**config.mk**
```make
export PLATFORM = sky130hd
export DESIGN_NAME = regb_port_arbiter
export DESIGN_NICKNAME = d
export VERILOG_FILES = /design/src/rtl/regb_port_arbiter.sv
export SDC_FILE = /design/constraint.sdc
export NUM_CORES = 1
export LEC_CHECK = 0
export CORE_MARGIN = 10
export CORE_UTILIZATION = 42
export CTS_BUF_LIST = sky130_fd_sc_hd__clkbuf_2 sky130_fd_sc_hd__clkbuf_4 sky130_fd_sc_hd__clkbuf_8
export DETAILED_ROUTE_END_ITERATION = 16
export PLACE_DENSITY = 0.85
export SETUP_SLACK_MARGIN = 0.05
export SLEW_MARGIN = 20
export SYNTH_ARGS = -nofsm -noshare
export SYNTH_HDL_FRONTEND = slang
export SYNTH_SLANG_ARGS = --single-unit
```
**constraint.sdc**
```tcl
create_clock -name clk_i -period 1.8 [get_ports clk_i]
set_input_delay 0.54 -clock clk_i [delete_from_list [all_inputs] [get_ports clk_i]]
set_output_delay 0.54 -clock clk_i [all_outputs]
set_load 0.02 [all_outputs]
```
**src/rtl/regb_port_arbiter.sv**
```systemverilog
// Round-robin arbiter for register-file read port B: grants one of two requesters,
// registers its address onto rn2 and returns the read data with a per-requester valid.
module regb_port_arbiter #(
  parameter int AW = 4,
  parameter int DW = 8
) (
  input  logic          clk_i,
  input  logic          rst_ni,
  input  logic          req0_i,
  input  logic [AW-1:0] addr0_i,
  input  logic          req1_i,
  input  logic [AW-1:0] addr1_i,
  input  logic          stall_i,
  input  logic [DW-1:0] rf_rdata_i,
  output logic          gnt0_o,
  output logic          gnt1_o,
  output logic          regb_o,
  output logic [AW-1:0] rn2_o,
  output logic          vld0_o,
  output logic          vld1_o,
  output logic [DW-1:0] rdata_o
);

  logic          gnt0_q, gnt0_d;
  logic          gnt1_q, gnt1_d;
  logic          regb_q, regb_d;
  logic [AW-1:0] rn2_q, rn2_d;
  logic          last_q, last_d;
  logic          issue_v_q, issue_v_d;
  logic          owner_q, owner_d;
  logic          vld0_q, vld0_d;
  logic          vld1_q, vld1_d;
  logic [DW-1:0] rdata_q, rdata_d;

  logic elig0, elig1, win1, issue;

  always_comb begin
    // A requester granted last cycle is masked so a held request is not granted twice.
    elig0 = req0_i & ~gnt0_q;
    elig1 = req1_i & ~gnt1_q;
    win1  = elig1 & (~elig0 | ~last_q);
    issue = ~stall_i & (elig0 | elig1);

    gnt0_d    = 1'b0;
    gnt1_d    = 1'b0;
    regb_d    = regb_q;
    rn2_d     = rn2_q;
    last_d    = last_q;
    issue_v_d = 1'b0;
    owner_d   = owner_q;

    if (issue) begin
      gnt0_d    = ~win1;
      gnt1_d    = win1;
      regb_d    = win1;
      rn2_d     = win1 ? addr1_i : addr0_i;
      last_d    = win1;
      issue_v_d = 1'b1;
      owner_d   = win1;
    end

    // Read data is valid one cycle after the address lands on rn2.
    vld0_d  = issue_v_q & ~owner_q;
    vld1_d  = issue_v_q & owner_q;
    rdata_d = issue_v_q ? rf_rdata_i : rdata_q;
  end

  always_ff @(posedge clk_i) begin
    if (!rst_ni) begin
      gnt0_q    <= 1'b0;
      gnt1_q    <= 1'b0;
      regb_q    <= 1'b0;
      rn2_q     <= '0;
      last_q    <= 1'b1;
      issue_v_q <= 1'b0;
      owner_q   <= 1'b0;
      vld0_q    <= 1'b0;
      vld1_q    <= 1'b0;
      rdata_q   <= '0;
    end else begin
      gnt0_q    <= gnt0_d;
      gnt1_q    <= gnt1_d;
      regb_q    <= regb_d;
      rn2_q     <= rn2_d;
      last_q    <= last_d;
      issue_v_q <= issue_v_d;
      owner_q   <= owner_d;
      vld0_q    <= vld0_d;
      vld1_q    <= vld1_d;
      rdata_q   <= rdata_d;
    end
  end

  assign gnt0_o  = gnt0_q;
  assign gnt1_o  = gnt1_q;
  assign regb_o  = regb_q;
  assign rn2_o   = rn2_q;
  assign vld0_o  = vld0_q;
  assign vld1_o  = vld1_q;
  assign rdata_o = rdata_q;

endmodule

```
==> flow_results.xml <==
<?xml version="1.0" encoding="UTF-8"?>
<metrics>
  <group name="run_status">
    <metric name="outcome" unit="">finished, final reports clean</metric>
  </group>
  <group name="floorplan">
    <metric name="io-pin-count" unit="">38</metric>
    <metric name="rows" unit="">14</metric>
    <metric name="floorplan.initialDensity" unit="%">45.91</metric>
    <metric name="fp.dieArea" unit="sq mm">0.003755</metric>
    <metric name="die_w" unit="um">61.28</metric>
    <metric name="core_area" unit="sq mm">0.001559</metric>
    <metric name="die_y" unit="um">61.28</metric>
  </group>
  <group name="flow_run">
    <metric name="cap_viol_max_count" unit="">0</metric>
  </group>
  <group name="cells_and_area">
    <metric name="fraction_of_final_layout_cells_sized_beyond_drive_strength_1" unit="%">9.524</metric>
    <metric name="relative_area_change_from_synthesis_to_final_layout" unit="%">55.25</metric>
    <metric name="antenna_cells_inserted" unit="">0</metric>
    <metric name="postLayoutCellArea" unit="sq mm">0.001111</metric>
    <metric name="nFillCells" unit="">137</metric>
    <metric name="multiInputGateArea" unit="sq um">311.5</metric>
    <metric name="layout.core_utilization" unit="%">71.27</metric>
    <metric name="layout.cells.most_common_list" unit="">clkdlybuf4s50_1, dfxtp_1, dlygate4sd2_1</metric>
    <metric name="ff_latch_area" unit="sq um">380.4</metric>
    <metric name="layout.nets" unit="">127</metric>
    <metric name="mostFrequentLayoutCell" unit="">clkdlybuf4s50_1</metric>
  </group>
  <group name="synth">
    <metric name="share_of_the_synthesized_area_in_the_top_cell_type" unit="%">53.15</metric>
    <metric name="syn_area" unit="sq um">715.7</metric>
    <metric name="mean_syn_cell_area" unit="sq um">11.01</metric>
    <metric name="synth_fp_nets" unit="">86</metric>
    <metric name="synth.yosys.seq_area_share" unit="%">53.15</metric>
    <metric name="yosysWarnings" unit="">0</metric>
    <metric name="gate_count_after_technology_mapping" unit="">65</metric>
    <metric name="distinct_cell_type_count_after_synthesis" unit="">20</metric>
    <metric name="synth.area.top_cells" unit="">dfxtp_1, mux2i_1, nor2b_1, a21oi_1, o21ai_0</metric>
    <metric name="synth_seq_cells" unit="">19</metric>
    <metric name="synth_largest_area_cell" unit="">dfxtp_1</metric>
  </group>
  <group name="placed_design">
    <metric name="dpl.hpwl" unit="um">1493</metric>
    <metric name="buffer_ports.inserted" unit="">37</metric>
    <metric name="preCtsSetupSlack" unit="ns">-0.01302</metric>
    <metric name="place.gp.congestion" unit="">0.7034</metric>
    <metric name="dpl-instance-area" unit="sq mm">0.001105</metric>
  </group>
  <group name="clock_tree">
    <metric name="clock_insertion_delay_worst_skew" unit="ns">0.29</metric>
    <metric name="max-clock-path-buffers" unit="">2</metric>
    <metric name="cts-hold-fix-buffers" unit="">0</metric>
    <metric name="cts_tree" unit="">yes</metric>
    <metric name="clk_transition_reported_paths" unit="ns">0.11</metric>
    <metric name="cts_inserted_buffers" unit="">3</metric>
    <metric name="clock-sinks" unit="">19</metric>
    <metric name="cts_htree_levels" unit="">1</metric>
    <metric name="cts_root_buffer" unit="">clkbuf_4</metric>
  </group>
  <group name="worst_setup_path">
    <metric name="crit_type" unit="">flop to output pin</metric>
    <metric name="cp_num_buf_inv" unit="">1</metric>
    <metric name="worst_setup_path_startpoint" unit="">owner_q</metric>
    <metric name="cell_by_cell_listing_of_the_critical_path" unit="">dlygate4sd2_1</metric>
    <metric name="cp_top_family" unit="">flip-flops</metric>
    <metric name="timing.critical_path.from_type" unit="">flop</metric>
    <metric name="critical_path_sink_type" unit="">output pin</metric>
    <metric name="crit_arrival" unit="ns">0.99</metric>
    <metric name="worstPathMaxFanout" unit="">3</metric>
    <metric name="critical-path-slowest-cell" unit="">dfxtp_1</metric>
    <metric name="worstPathRequired" unit="ns">1.26</metric>
    <metric name="critical-path-max-stage-delay" unit="ns">0.36</metric>
    <metric name="timing.rr.start" unit="">gnt0_o</metric>
  </group>
  <group name="grt">
    <metric name="grt_start_max_net_pins" unit="">19</metric>
    <metric name="groute.usage.overall" unit="%">10.98</metric>
    <metric name="grt_antenna_before_repair" unit="">0</metric>
    <metric name="number_of_global_route_vias_before_repair" unit="">659</metric>
    <metric name="grt_remaining_overflow" unit="">0</metric>
    <metric name="grt_first_pass_wirelength" unit="um">3098</metric>
  </group>
  <group name="sta">
    <metric name="finalWorstPathRequiredPeriod" unit="ns">1.531</metric>
    <metric name="clock-skew-final" unit="ns">0.006676</metric>
    <metric name="fin_worst_hold_slack" unit="ns">0.4374</metric>
    <metric name="setup-tns-final" unit="ns">0</metric>
    <metric name="fin_crit_sh" unit="%">85.06</metric>
    <metric name="final-setup-viol-count" unit="">0</metric>
    <metric name="timing.fmax" unit="MHz">653.2</metric>
    <metric name="maxSlewViolCount" unit="">0</metric>
    <metric name="tightest_slew" unit="ns">0.4720</metric>
    <metric name="hold_viol_final" unit="">0</metric>
    <metric name="final_critical_path_setup_slack" unit="ns">0.2690</metric>
    <metric name="slew-limit-headroom" unit="%">68.49</metric>
    <metric name="setup_repair_after_global_routing_missed_its_margin" unit="">false</metric>
  </group>
  <group name="drt">
    <metric name="num_vias" unit="">604</metric>
    <metric name="drt_antenna_net_count" unit="">0</metric>
    <metric name="drc_errors" unit="">0</metric>
    <metric name="detailedRoute.firstPassIterationCount" unit="">4</metric>
    <metric name="vias_per_cell" unit="">4.992</metric>
    <metric name="finalWirelength" unit="um">1867</metric>
    <metric name="wl_per_cell" unit="um">15.43</metric>
    <metric name="drtIter0Drc" unit="">6</metric>
  </group>
  <group name="power">
    <metric name="power-per-cell-area" unit="mW/mm^2">754.7</metric>
    <metric name="power.static_leakage" unit="nW">0.5115</metric>
    <metric name="peakVddDrop" unit="mV">0.3979</metric>
  </group>
  <group name="min_path">
    <metric name="holdCritPathClass" unit="">flop to flop</metric>
    <metric name="min-delay-start" unit="">owner_q</metric>
  </group>
</metrics>
final timing paths:
check | to | slack [ns] | cells past startpoint
worst min register to register | vld0_o | 0.44 | 1
worst min-delay path | vld0_o | 0.44 | 1
worst max-delay path | regb_o | 0.27 | 1
worst max register to register | rn2_o[2] | 0.65 | 5
cell type report:
| class | count | area share, % |
|---|---|---|
| Inverter | 2 | 0.6757 |
| Multi-Input combinational cell | 41 | 28.04 |
| Tap cell | 16 | 1.802 |
| Clock buffer | 3 | 2.027 |
| Sequential cell | 19 | 34.23 |
| Timing Repair Buffer | 39 | 32.77 |
| Clock inverter | 1 | 0.4504 |
cell usage after synthesis, drive strengths merged:
| cell type | n |
|---|---|
| nand2 | 1 |
| dfxtp | 19 |
| nand2b | 2 |
| o221ai | 1 |
| mux2i | 12 |
| buf | 2 |
| nor2 | 2 |
| and3 | 1 |
| nor3b | 1 |
| nor2b | 8 |
| inv | 2 |
| o21ai | 4 |
| a21oi | 5 |
| o21bai | 1 |
| and2 | 2 |
| clkbuf | 1 |
| o22ai | 1 |
metal layers:
| layer | global-route usage, % | routed length, um | up-vias |
|---|---|---|---|
| li1 | - | - | 303 |
| met1 | 11.20 | 734 | 253 |
| met2 | 18.79 | 802 | 40 |
| met3 | 5.761 | 283 | 8 |
| met4 | 3.909 | 46 | 0 |
| met5 | 0 | 0 | - |
through the flow:
stage	std cells	total power, mW
2_1_floorplan	65	0.5524
3_3_place_gp	117	0.6479
3_5_place_dp	117	0.6532
4_1_cts	121	0.8464
5_1_grt	121	0.8820
6_report	121	0.8385
logic make-up after synthesis:
group	after synthesis	synth area share, %
flops	19	53.15
simple gates	17	15.21
compound gates	12	11.54
buf+inv	5	3.321
mux	12	16.78
what timing repair did:
item                                    CTS  global route
endpoints found under the setup margin   17             0
resized for setup                        17             0
setup buffers                             0             0
sequential cells by signal (all words and copies together) (netlist names):
signal and flops:
vld0_o 1, issue_v_q 1, gnt0_o 1, vld1_o 1, last_q 1, rn2_o 4, gnt1_o 1, owner_q 1
rdata_o 8
where the power goes:
part / leakage, nW / switching, mW / internal (mW)
registers: 0.156 / 0.0139 / 0.444
clock network: 0.0177 / 0.128 / 0.0827
logic: 0.338 / 0.0771 / 0.0931
Note: power is estimated with default switching activity, not from simulation.
